## src/rtl/mouse_ps2_tracker.sv

```systemverilog
// mouse_ps2_tracker
// Receives the raw PS/2 mouse serial stream and assembles 3-byte movement
// packets. Each packet is added to a clamped screen cursor position, and the
// button levels are updated at the same time. Everything runs in the clk domain.
module mouse_ps2_tracker #(
  parameter int X_MAX   = 799,
  parameter int Y_MAX   = 599,
  parameter int X_INIT  = 400,
  parameter int Y_INIT  = 300,
  parameter int TIMEOUT = 65000
) (
  input  logic        clk,
  input  logic        rst_n,
  input  logic        ps2_clk,
  input  logic        ps2_data,
  output logic [11:0] mouse_x,
  output logic [11:0] mouse_y,
  output logic        left_mouse,
  output logic        right_mouse,
  output logic        packet_valid,
  output logic        frame_err
);

  localparam int TW = $clog2(TIMEOUT + 1);
  localparam logic [TW-1:0] TO_LAST = TW'(TIMEOUT - 1);
  localparam logic signed [12:0] X_MAX_S = 13'(X_MAX);
  localparam logic signed [12:0] Y_MAX_S = 13'(Y_MAX);
  localparam logic [3:0] STOP_IDX = 4'd10;

  typedef enum logic [1:0] {
    BYTE0,
    BYTE1,
    BYTE2
  } pktState_e;

  // Input conditioning
  logic [1:0] clkSync_q;
  logic [1:0] dataSync_q;
  logic       clkDly_q;
  logic       strobe;
  logic       dataBit;

  // Frame receiver
  logic [3:0]    bitCnt_q, bitCnt_d;
  logic [9:0]    frame_q, frame_d;
  logic [TW-1:0] toCnt_q, toCnt_d;
  logic [7:0]    byte_q, byte_d;
  logic          byteValid_q, byteValid_d;
  logic          frameErr_q, frameErr_d;

  // Packet assembly
  pktState_e state_q, state_d;
  logic [7:0] b0_q, b0_d;
  logic [7:0] dx_q, dx_d;
  logic       apply;

  // Cursor and buttons
  logic [11:0] xPos_q, yPos_q;
  logic        left_q, right_q;
  logic        packetValid_q;

  logic signed [12:0] dxExt, dyExt;
  logic signed [12:0] sumX, sumY;
  logic [11:0]        clampX, clampY;

  // Double-flop both PS/2 lines. Keep one more copy of the clock so its falling edge can be detected.
  always_ff @(posedge clk or negedge rst_n) begin
    if (!rst_n) begin
      clkSync_q  <= 2'b11;
      dataSync_q <= 2'b11;
      clkDly_q   <= 1'b1;
    end else begin
      clkSync_q  <= {clkSync_q[0], ps2_clk};
      dataSync_q <= {dataSync_q[0], ps2_data};
      clkDly_q   <= clkSync_q[1];
    end
  end

  assign strobe  = clkDly_q & ~clkSync_q[1];
  assign dataBit = dataSync_q[1];

  // Receiver next state. On each falling-edge strobe, collect start, data and parity by index.
  // The stop-bit strobe judges the whole frame. A frame that goes quiet mid-way is aborted by the idle counter.
  always_comb begin
    bitCnt_d    = bitCnt_q;
    frame_d     = frame_q;
    toCnt_d     = toCnt_q;
    byte_d      = byte_q;
    byteValid_d = 1'b0;
    frameErr_d  = 1'b0;
    if (strobe) begin
      toCnt_d = '0;
      if (bitCnt_q == STOP_IDX) begin
        bitCnt_d = '0;
        if (!frame_q[0] && (^frame_q[9:1]) && dataBit) begin
          byte_d      = frame_q[8:1];
          byteValid_d = 1'b1;
        end else begin
          frameErr_d = 1'b1;
        end
      end else begin
        frame_d[bitCnt_q] = dataBit;
        bitCnt_d          = bitCnt_q + 4'd1;
      end
    end else if (bitCnt_q != 4'd0) begin
      if (toCnt_q == TO_LAST) begin
        bitCnt_d   = '0;
        toCnt_d    = '0;
        frameErr_d = 1'b1;
      end else begin
        toCnt_d = toCnt_q + 1'b1;
      end
    end
  end

  // Receiver state registers.
  always_ff @(posedge clk or negedge rst_n) begin
    if (!rst_n) begin
      bitCnt_q    <= '0;
      frame_q     <= '0;
      toCnt_q     <= '0;
      byte_q      <= '0;
      byteValid_q <= 1'b0;
      frameErr_q  <= 1'b0;
    end else begin
      bitCnt_q    <= bitCnt_d;
      frame_q     <= frame_d;
      toCnt_q     <= toCnt_d;
      byte_q      <= byte_d;
      byteValid_q <= byteValid_d;
      frameErr_q  <= frameErr_d;
    end
  end

  // Packet FSM next state. A rejected frame drops the partial packet.
  // In BYTE0, a byte with bit3 clear cannot be a header and is skipped so the stream can resync.
  always_comb begin
    state_d = state_q;
    b0_d    = b0_q;
    dx_d    = dx_q;
    apply   = 1'b0;
    if (frameErr_q) begin
      state_d = BYTE0;
    end else if (byteValid_q) begin
      case (state_q)
        BYTE0: begin
          if (byte_q[3]) begin
            b0_d    = byte_q;
            state_d = BYTE1;
          end
        end
        BYTE1: begin
          dx_d    = byte_q;
          state_d = BYTE2;
        end
        BYTE2: begin
          apply   = 1'b1;
          state_d = BYTE0;
        end
        default: state_d = BYTE0;
      endcase
    end
  end

  // Packet FSM state register.
  always_ff @(posedge clk or negedge rst_n) begin
    if (!rst_n) begin
      state_q <= BYTE0;
      b0_q    <= '0;
      dx_q    <= '0;
    end else begin
      state_q <= state_d;
      b0_q    <= b0_d;
      dx_q    <= dx_d;
    end
  end

  // Build the 9-bit deltas from byte 0's sign bits, then add them to the position and clamp to the screen.
  // Screen Y grows downward, so the PS/2 dy is subtracted. dy is the byte arriving in this very cycle.
  always_comb begin
    dxExt = {{4{b0_q[4]}}, b0_q[4], dx_q};
    dyExt = {{4{b0_q[5]}}, b0_q[5], byte_q};
    sumX  = $signed({1'b0, xPos_q}) + dxExt;
    sumY  = $signed({1'b0, yPos_q}) - dyExt;
    if (sumX < 13'sd0) begin
      clampX = '0;
    end else if (sumX > X_MAX_S) begin
      clampX = X_MAX_S[11:0];
    end else begin
      clampX = sumX[11:0];
    end
    if (sumY < 13'sd0) begin
      clampY = '0;
    end else if (sumY > Y_MAX_S) begin
      clampY = Y_MAX_S[11:0];
    end else begin
      clampY = sumY[11:0];
    end
  end

  // Cursor and button registers change only when a full packet is applied.
  // An axis whose overflow flag is set keeps its previous value.
  always_ff @(posedge clk or negedge rst_n) begin
    if (!rst_n) begin
      xPos_q        <= 12'(X_INIT);
      yPos_q        <= 12'(Y_INIT);
      left_q        <= 1'b0;
      right_q       <= 1'b0;
      packetValid_q <= 1'b0;
    end else begin
      packetValid_q <= apply;
      if (apply) begin
        if (!b0_q[6]) xPos_q <= clampX;
        if (!b0_q[7]) yPos_q <= clampY;
        left_q  <= b0_q[0];
        right_q <= b0_q[1];
      end
    end
  end

  assign mouse_x      = xPos_q;
  assign mouse_y      = yPos_q;
  assign left_mouse   = left_q;
  assign right_mouse  = right_q;
  assign packet_valid = packetValid_q;
  assign frame_err    = frameErr_q;

endmodule

```

## config.mk

```make
export PLATFORM = sky130hd
export DESIGN_NAME = mouse_ps2_tracker
export DESIGN_NICKNAME = d
export VERILOG_FILES = /design/src/rtl/mouse_ps2_tracker.sv
export SDC_FILE = /design/constraint.sdc
export NUM_CORES = 1
export LEC_CHECK = 0
export ABC_AREA = 1
export ABC_CLOCK_PERIOD_IN_PS = 2600
export CORE_MARGIN = 3
export CORE_UTILIZATION = 47
export DETAILED_ROUTE_END_ITERATION = 16
export PLACE_DENSITY = 0.73
export SKIP_CTS_REPAIR_TIMING = 1
export SYNTH_ARGS = -nofsm -noshare
export SYNTH_HDL_FRONTEND = slang
export SYNTH_SLANG_ARGS = --single-unit
```

## constraint.sdc

```tcl
create_clock -name clk -period 2.6 [get_ports clk]
set_input_delay 0.78 -clock clk [delete_from_list [all_inputs] [get_ports clk]]
set_output_delay 0.78 -clock clk [all_outputs]
set_load 0.005 [all_outputs]
```

Yosys cells after proc, flatten, opt, wreduce, memory -nomap -nowiden

Index checks and enable logic that the tools add are counted.

Bits of input ports: 4
Output and inout bits: 28
Register bits after elaboration: 90

Bitwise operators: 6
Eq/ne operators: 5
Magnitude comparators: 6
Reduce and logical (&&, ||, !) cells: 18
Mux-type cells: 29
$add $sub $neg: 4

Operators with widths:

| kind                                                                          | number |
|---|---|
| 12-bit 2-to-1 mux                                                             | 4 |
| 16-bit 2-to-1 mux                                                             | 3 |
| 13-bit by 11-bit > comparator with 1-bit output, second input constant        | 2 |
| 13-bit by 1-bit less-than comparator with 1-bit output, second input constant | 2 |
| 16-bit by 1-bit adder with 16-bit output, second input constant               | 1 |
| 16-bit == test, second input constant                                         | 1 |
| 4-bit 2-to-1 mux                                                              | 4 |
| 13-bit by 9-bit adder with 13-bit output                                      | 1 |
| 13-bit by 9-bit subtractor with 13-bit output                                 | 1 |
| 1-bit 2-to-1 mux                                                              | 12 |
| 10-bit bitwise mux                                                            | 1 |
| 2-bit AND reduction                                                           | 5 |
| 9-bit XOR reduction                                                           | 1 |
| 2-bit 2-to-1 mux                                                              | 3 |
| 3-bit AND reduction                                                           | 2 |
| 2-bit nonzero test                                                            | 3 |
| 4-bit by 5-bit less-than comparator with 1-bit output, second input constant  | 1 |
| 1-bit inverter                                                                | 5 |
| 4-bit by 1-bit adder with 4-bit output, second input constant                 | 1 |
| 1-bit demux with 4-bit select                                                 | 1 |
| 4-bit == test, second input constant                                          | 1 |
| 4-bit by 1-bit >= comparator with 1-bit output, second input constant         | 1 |
| 2-bit one-hot mux with 2 select lines                                         | 1 |
| 4-bit AND reduction                                                           | 1 |
| other kinds (8)                                                               | 10 |

Depth between registers and ports, before layout

Gate-level depths: netlist of run 1.

Word-level depth: 6
Depth in mapped cells: 17
Depth with buffers taken out: 17

Worst setup path before layout of run 1

No wires, ideal clock.

Kind: register -> register
Start: reg yPos_q[0], in the netlist mouse_y[0]
End: reg yPos_q[4], in the netlist mouse_y[4]
Arrival: 1.920 ns
Cell stages (with the launch flop): 16
Period minus slack after synthesis: 2.036 ns
Setup slack: 0.564 ns
Library setup time: 0.116 ns
Required time: 2.484 ns
Cells stage by stage: dfrtp_1 -> inv_1 -> ha_1 -> fa_1 -> inv_1 -> nand3_1 -> nand2_2 -> nand3_1 -> nand3_1 -> nand2_1 -> nand2_2 -> inv_1 -> nand2_1 -> nand3_1 -> nand2_1 -> nand2_1

Cells in the longest elaborated chain, start to end: 4
Elaborated cells between the ends (all ways): 5

RTL lines:

| item                                              | RTL line | source |
|---|---|---|
| start, declared                                   | 58       | `logic [11:0] xPos_q, yPos_q;` |
| start signal, assigned                            | 206      | `yPos_q <= 12'(Y_INIT);` |
| start signal, assigned                            | 214      | `if (!b0_q[7]) yPos_q <= clampY;` |
| 13-bit by 9-bit subtractor with 13-bit output (*) | 184      | `sumY = $signed({1'b0, yPos_q}) - dyExt;` |
| 13-bit by 11-bit > comparator with 1-bit output   | 194      | `end else if (sumY > Y_MAX_S) begin` |
| 12-bit 2-to-1 mux                                 | 194      |  |
| 12-bit 2-to-1 mux (*)                             | 192      | `if (sumY < 13'sd0) begin` |

Every way passes the cells marked *; elsewhere a longest branch is shown, timed or not.
A chain may end at the register's enable or synchronous reset.

Final worst setup path of run 1

Start: reg yPos_q[0], in the netlist mouse_y[0]
End: reg yPos_q[1], in the netlist mouse_y[1]

The elaborated chain is that of the path after synthesis.

==> metrics.txt, run 1 <==
core box area roughly 11000 sq um; CTS Sinks a little under 90; delay-heaviest family, CP simple AND/OR/NAND/NOR gates; Final Hold Viols 0; worst-path maximum fanout 6; drt pass-1 iters 5; Post-Syn Area per Cell 7.23 sq um; HP Class reg -> reg; Worst path max stage delay ~0.4 ns; Startpoint Class flop; worst reg-to-reg setup slack about 0.31 ns; Clk pwr share 0.348; pwr dens around 620 nW/um^2; TritonCTS Buffers 9; Comb power frac 0.232; initial antenna violation count 0; Critical R2R Capture mouse_y[1]; initial drt markers between 200 and 300; ranking of synthesized cells by area dfrtp_1 35%, nand2_1 19%, inv_1 7.3%, dfstp_2 5.9%, ha_1 5.8%; Congestion Overflow GR 0; Post-synth EDFFs 0; placed cells a little over 900; CTS H-tree depth 3; std cell rows 38; Reg power frac 0.420; n_diodes 0; leakage power approximately 3.2 nW; antenna viol nets, final 0; layout cells sized above 1 0.0726; Critical Path Sink Type flop; Post-Syn Area 5370 sq um; Worst-Skew Late Latency 0.34 ns; die width roughly 110 um; pin count of the biggest net entering global routing between 40 and 50; RePlAce Congestion ~0.94; Switching Share 0.320; wire length per cell approximately 13 um; Detailed Route WL roughly 12 mm; port bufs 31; Clock Pin Slew Worst Setup and Hold Paths about 0.070 ns; leading area contributor after synthesis dfrtp_1; die height approximately 110 um; number of global-route vias before repair 4477; Critical Path End mouse_y[1]; Achievable Freq about 440 MHz; Non-Filler Instances approximately 930; RSZ-0062 raised after global routing false; Ys Warns 0; instance count on the critical path 15; Worst Path Arrival 2.52 ns; Worst-Margin Slew around 0.54 ns; final net count 811; Critical Path RT 2.83 ns; Via Count ~4800; slack of the critical path 0.313 ns; sw power about 1.2 mW; Worst Path Buf+Inv 2; category of the most critical setup path reg -> reg; Post-synth ARST share 1.00; fin. max-slew vios 0; first-pass GRT wire length ~20 mm; Crit path top cell by count nand2_1; Peak VDD IR between 400 and 500 uV; setup violators final 0; starting density of the core 0.488; Crit-path slowest cell fa_1; FF-to-FF Start mouse_y[0]; CTS tree done; register area share after synthesis 0.413; Bufs on Longest Clock Path 2; DRC 0; die area approximately 13000 sq um; crit share post-route 0.879; Total GRT Usage 0.195; maxcap violations 0; drt via density around 5.1; flops & latches, synth between 80 and 90; worst-case reg-to-reg path depth 15; dpl hpwl 9.16 mm; CP Cell Sequence inv_1 -> ha_1 -> fa_1 -> inv_1 -> nand3_1 -> nand2_2 -> nand2_1 -> nand3_1 -> nand2_1 -> nor2_1 -> nand2_1 -> nand2_2 -> nand3_1 -> nand2_1 -> nand2_1; Internal Power between 2 and 3 mW; Slew headroom 0.641; # IOs 32; area grow syn2layout 14.9%; Mapped Cells 742; Power Total about 3.8 mW; Syn Nets just under 800; Unique masters post-synth 39; pre-CTS setup slack 0.339 ns; Synth Flop Type dfrtp_1; post-synth top area share 0.354; Root Buffer Master clkbuf_16; status completed; fin crit period about 2.3 ns; setup TNS 0 ns; Clock Skews around 0.007 ns; crit path from mouse_y[0]
[layer usage]
layer / wire (um) / track usage
met5: 0 / 0
met4: 227 / 0.0785
met3: 549 / 0.0364
met1: 5580 / 0.256
met2: 5750 / 0.321
[worst register-to-register path, delay by kind of cell (launching register included)]
kind                     cells  cell delay [ns]
buffers and inverters        2             0.14
flip-flops                   1             0.37
AND/OR/NAND/NOR             11             1.06
adder cells (fa/ha/maj)      2             0.62
[cells in the final DEF, fill, tap and decap left out, types with 9 or more instances in the layout]
cell	synthesis	routed
a21oi_1	19	19
dfrtp_1	76	76
nor3_1	11	11
o21ai_0	30	30
nor2_1	52	52
clkbuf_16	0	9
ha_1	25	25
inv_1	105	105
nand2_1	266	266
clkdlybuf4s50_1	0	30
dfstp_2	12	12
nand2_2	10	10
nand3_1	55	55
nand4_1	10	10
[worst min-delay path by stage]
stage                       start       endpoint  depth (start not counted)
finish               clkSync_q[0]   clkSync_q[1]                          0
global route        dataSync_q[0]  dataSync_q[1]                          0
CTS                 dataSync_q[0]  dataSync_q[1]                          0
detailed placement  dataSync_q[0]  dataSync_q[1]                          0
global placement     clkSync_q[0]   clkSync_q[1]                          0
floorplan            clkSync_q[0]   clkSync_q[1]                          0
[cell families after synthesis]
kind of cell,after synthesis,share of synthesized area
AND/OR/NAND/NOR,422,0.337
buffers and inverters,116,0.0828
flip-flops,88,0.413
AO/OA/AOI/OAI,72,0.0737
adder cells (fa/ha/maj),27,0.0658
XOR/XNOR,16,0.0261
multiplexers,1,0.00187
[power by group through the flow]
stage,Clock (mW),Sequential (mW),Combinational (mW)
after global placement,0,1.62,0.849
after floorplan,0,1.60,0.712
after global routing,1.41,1.62,0.996
after CTS,1.35,1.60,0.882
final,1.33,1.60,0.883
after detailed placement,0,1.62,0.881
[per-stage QoR]
step                      instance area (sq um)  utilization  hold slack, ns
final                                      6160        0.561           0.355
after global routing                       6160        0.561           0.362
after global placement                     5850        0.533           0.349
after detailed placement                   5850        0.533           0.349
after CTS                                  6160        0.561           0.358
after floorplan                            5370            -           0.345
[state kept, by name (all words and copies together) (netlist names)]
name	count
clkSync_q	2
dataSync_q	2
mouse_y	12
byte_q	8
mouse_x	12
frame_err	1
right_mouse	1
bitCnt_q	4
state_q	2
toCnt_q	16
frame_q	10
packet_valid	1
dx_q	8
byteValid_q	1
left_mouse	1
b0_q	6
clkDly_q	1
[cell usage after synthesis (all sizes together), types with 4 or more instances]
| library cell | count |
|---|---|
| nand3b | 4 |
| nor3 | 12 |
| dfstp | 12 |
| o21ai | 38 |
| nor2 | 56 |
| xor2 | 8 |
| inv | 108 |
| nand4 | 11 |
| a21oi | 20 |
| nand3 | 55 |
| a31oi | 4 |
| dfrtp | 76 |
| clkbuf | 5 |
| xnor2 | 8 |
| nand2 | 276 |
| ha | 25 |
[layout make-up]
type,instances,area (sq um)
repair buffers,35,350
multi-input cells,538,2700
clock inverters,6,68.8
inverters,108,408
clock buffers,10,239
fillers,1020,4820
well taps,140,175
flip-flops and latches,88,2220
(Power assumes the default switching activity.)
==> run 2, diff against run 1 <==
--- a/config.mk
+++ b/config.mk
@@ -7,11 +7,14 @@
 export LEC_CHECK = 0
 export ABC_AREA = 1
 export ABC_CLOCK_PERIOD_IN_PS = 2600
+export CELL_PAD_IN_SITES_DETAIL_PLACEMENT = 2
+export CELL_PAD_IN_SITES_GLOBAL_PLACEMENT = 2
 export CORE_MARGIN = 3
-export CORE_UTILIZATION = 47
+export CORE_UTILIZATION = 35
 export DETAILED_ROUTE_END_ITERATION = 16
-export PLACE_DENSITY = 0.73
+export PLACE_DENSITY = 0.89
 export SKIP_CTS_REPAIR_TIMING = 1
+export SLEW_MARGIN = 30
 export SYNTH_ARGS = -nofsm -noshare
 export SYNTH_HDL_FRONTEND = slang
 export SYNTH_SLANG_ARGS = --single-unit
==> run 2 against run 1 <==
Compared with the run above:
- combinational power rose by 7.5%
- maximum frequency fell by 4.9%
- utilization fell by 14 points
- clock-buffer cell count rose by 1
- non-clock buffer count rose by 2
- routed wire length rose by 48%
- critical path type unchanged
- largest power group unchanged
- highest routed layer unchanged
==> metrics.txt, run 2 (synthesis gave the netlist of run 1 again) <==
fin. max-slew vios 0; worst-path maximum fanout 6; Worst Path Arrival between 2 and 3 ns; delay-heaviest family, CP simple AND/OR/NAND/NOR gates; CTS Sinks 88; Worst Path Buf+Inv 2; final core utilization 0.423; Detailed Route WL between 15 and 20 mm; Clock Skews approximately 0.0081 ns; area grow syn2layout 16.4%; category of the most critical setup path reg -> reg; first-pass GRT wire length between 20 and 30 mm; Critical Path Sink Type flop; final instance area 6240 sq um; CP Cell Sequence ha_1 -> inv_1 -> fa_1 -> inv_1 -> nand3_1 -> nand3_1 -> nand3_1 -> nand4_1 -> nand2_2 -> nor2_1 -> nand2_2 -> nand2_1 -> o21ai_1; commonest non-fill, non-tap cells in the layout 264 x nand2_1, 105 x inv_1, 76 x dfrtp_1; # IOs 32; max reg flops 16; core box area about 15000 sq um; placed cells ~960; number of global-route vias before repair 5742; most common library cell in the layout ignoring fill and taps nand2_1; Final Hold Viols 0; RePlAce Congestion ~0.85; setup violators final 0; Bufs on Longest Clock Path 2; pin count of the biggest net entering global routing roughly 40; Root Buffer Master clkbuf_16; drt pass-1 iters 4; starting density of the core 0.364; die height about 130 um; dpl hpwl between 10 and 15 mm; CTS tree done; CTS H-tree depth 3; Peak VDD IR 410 uV; die area approximately 17000 sq um; Non-Filler Instances 971; Critical Path RT about 2.8 ns; Multi-input gate area 2720 sq um; Filler cells between 1500 and 2000; wire length per cell between 15 and 20 um; Worst-Skew Late Latency approximately 0.35 ns; DRC 0; Crit-path slowest cell fa_1; area post-placement about 6000 sq um; leakage power about 3.2 nW; HP Class reg -> reg; register area 2220 sq um; Slew headroom 0.571; n_diodes 0; Startpoint Class flop; final net count between 800 and 900; initial drt markers approximately 160; maxcap violations 0; Via Count 5086; TritonCTS Buffers 9; antenna viol nets, final 0; port bufs 31; Achievable Freq 416 MHz; Final Hold Slack around 0.36 ns; crit share post-route 0.925; Crit path top cell by count nand3_1; Most flops, register toCnt_q; std cell rows 44; Congestion Overflow GR 0; Total GRT Usage 0.222; status completed; die width approximately 130 um; pwr dens around 630 nW/um^2; Worst path max stage delay roughly 0.40 ns; fin crit period between 2 and 2.5 ns; layout cells sized above 1 0.0762; Clock Pin Slew Worst Setup and Hold Paths about 0.070 ns; initial antenna violation count 0; drt via density 5.24; Worst-Margin Slew 0.642 ns
[run 2: final timing paths]
kind | from | to | slack [ns] | cells after the start
setup / recovery | mouse_x[0] | mouse_x[6] | 0.20 | 13
min in group asynchronous | rst_n | mouse_y[7] | 0.38 | 1
setup reg to reg | mouse_x[0] | mouse_x[6] | 0.20 | 13
max in group asynchronous | rst_n | dataSync_q[0] | 1.54 | 2
hold reg to reg | dataSync_q[0] | dataSync_q[1] | 0.36 | 0
hold / removal | dataSync_q[0] | dataSync_q[1] | 0.36 | 0
[run 2: area by class of cell]
type / count / area share
inverter: 108 / 0.0653
timing repair buffer: 37 / 0.0585
tap: 184 / 0.0369
multi-input combinational: 538 / 0.435
clock inverter: 5 / 0.0100
clock buffer: 11 / 0.0389
sequential: 88 / 0.355
[run 2: metrics by stage]
stage	total power, mW	setup TNS [ns]	worst slack [ns]
2_1_floorplan	2.31	0	0.564
4_1_cts	3.96	0	0.146
6_report	3.92	0	0.196
3_5_place_dp	2.58	0	0.217
3_3_place_gp	2.49	0	0.412
5_1_grt	4.17	-0.0651	-0.0280
[run 2: report_power, final]
group / leakage [nW] / internal, mW / switching [mW]
clock: 0.143 / 0.779 / 0.583
sequential: 1.17 / 1.49 / 0.115
combinational: 1.93 / 0.326 / 0.623
total: 3.24 / 2.60 / 1.32
[run 2: metal layers]
metal	routed length [um]	GRT usage	vias up
met5	0	0	-
met4	284	0.0648	0
met3	337	0.0360	23
met2	9610	0.413	51
met1	7710	0.262	2589
li1	-	-	2423
[run 2: worst register-to-register path, delay by kind of cell, from the launching register on]
family / cells / cell delay, ns
AOI/OAI and AO/OA: 1 / 0.09
buffers and inverters: 2 / 0.18
and+or+nand+nor: 8 / 1.07
DFF: 1 / 0.39
adders and majority gates: 2 / 0.58
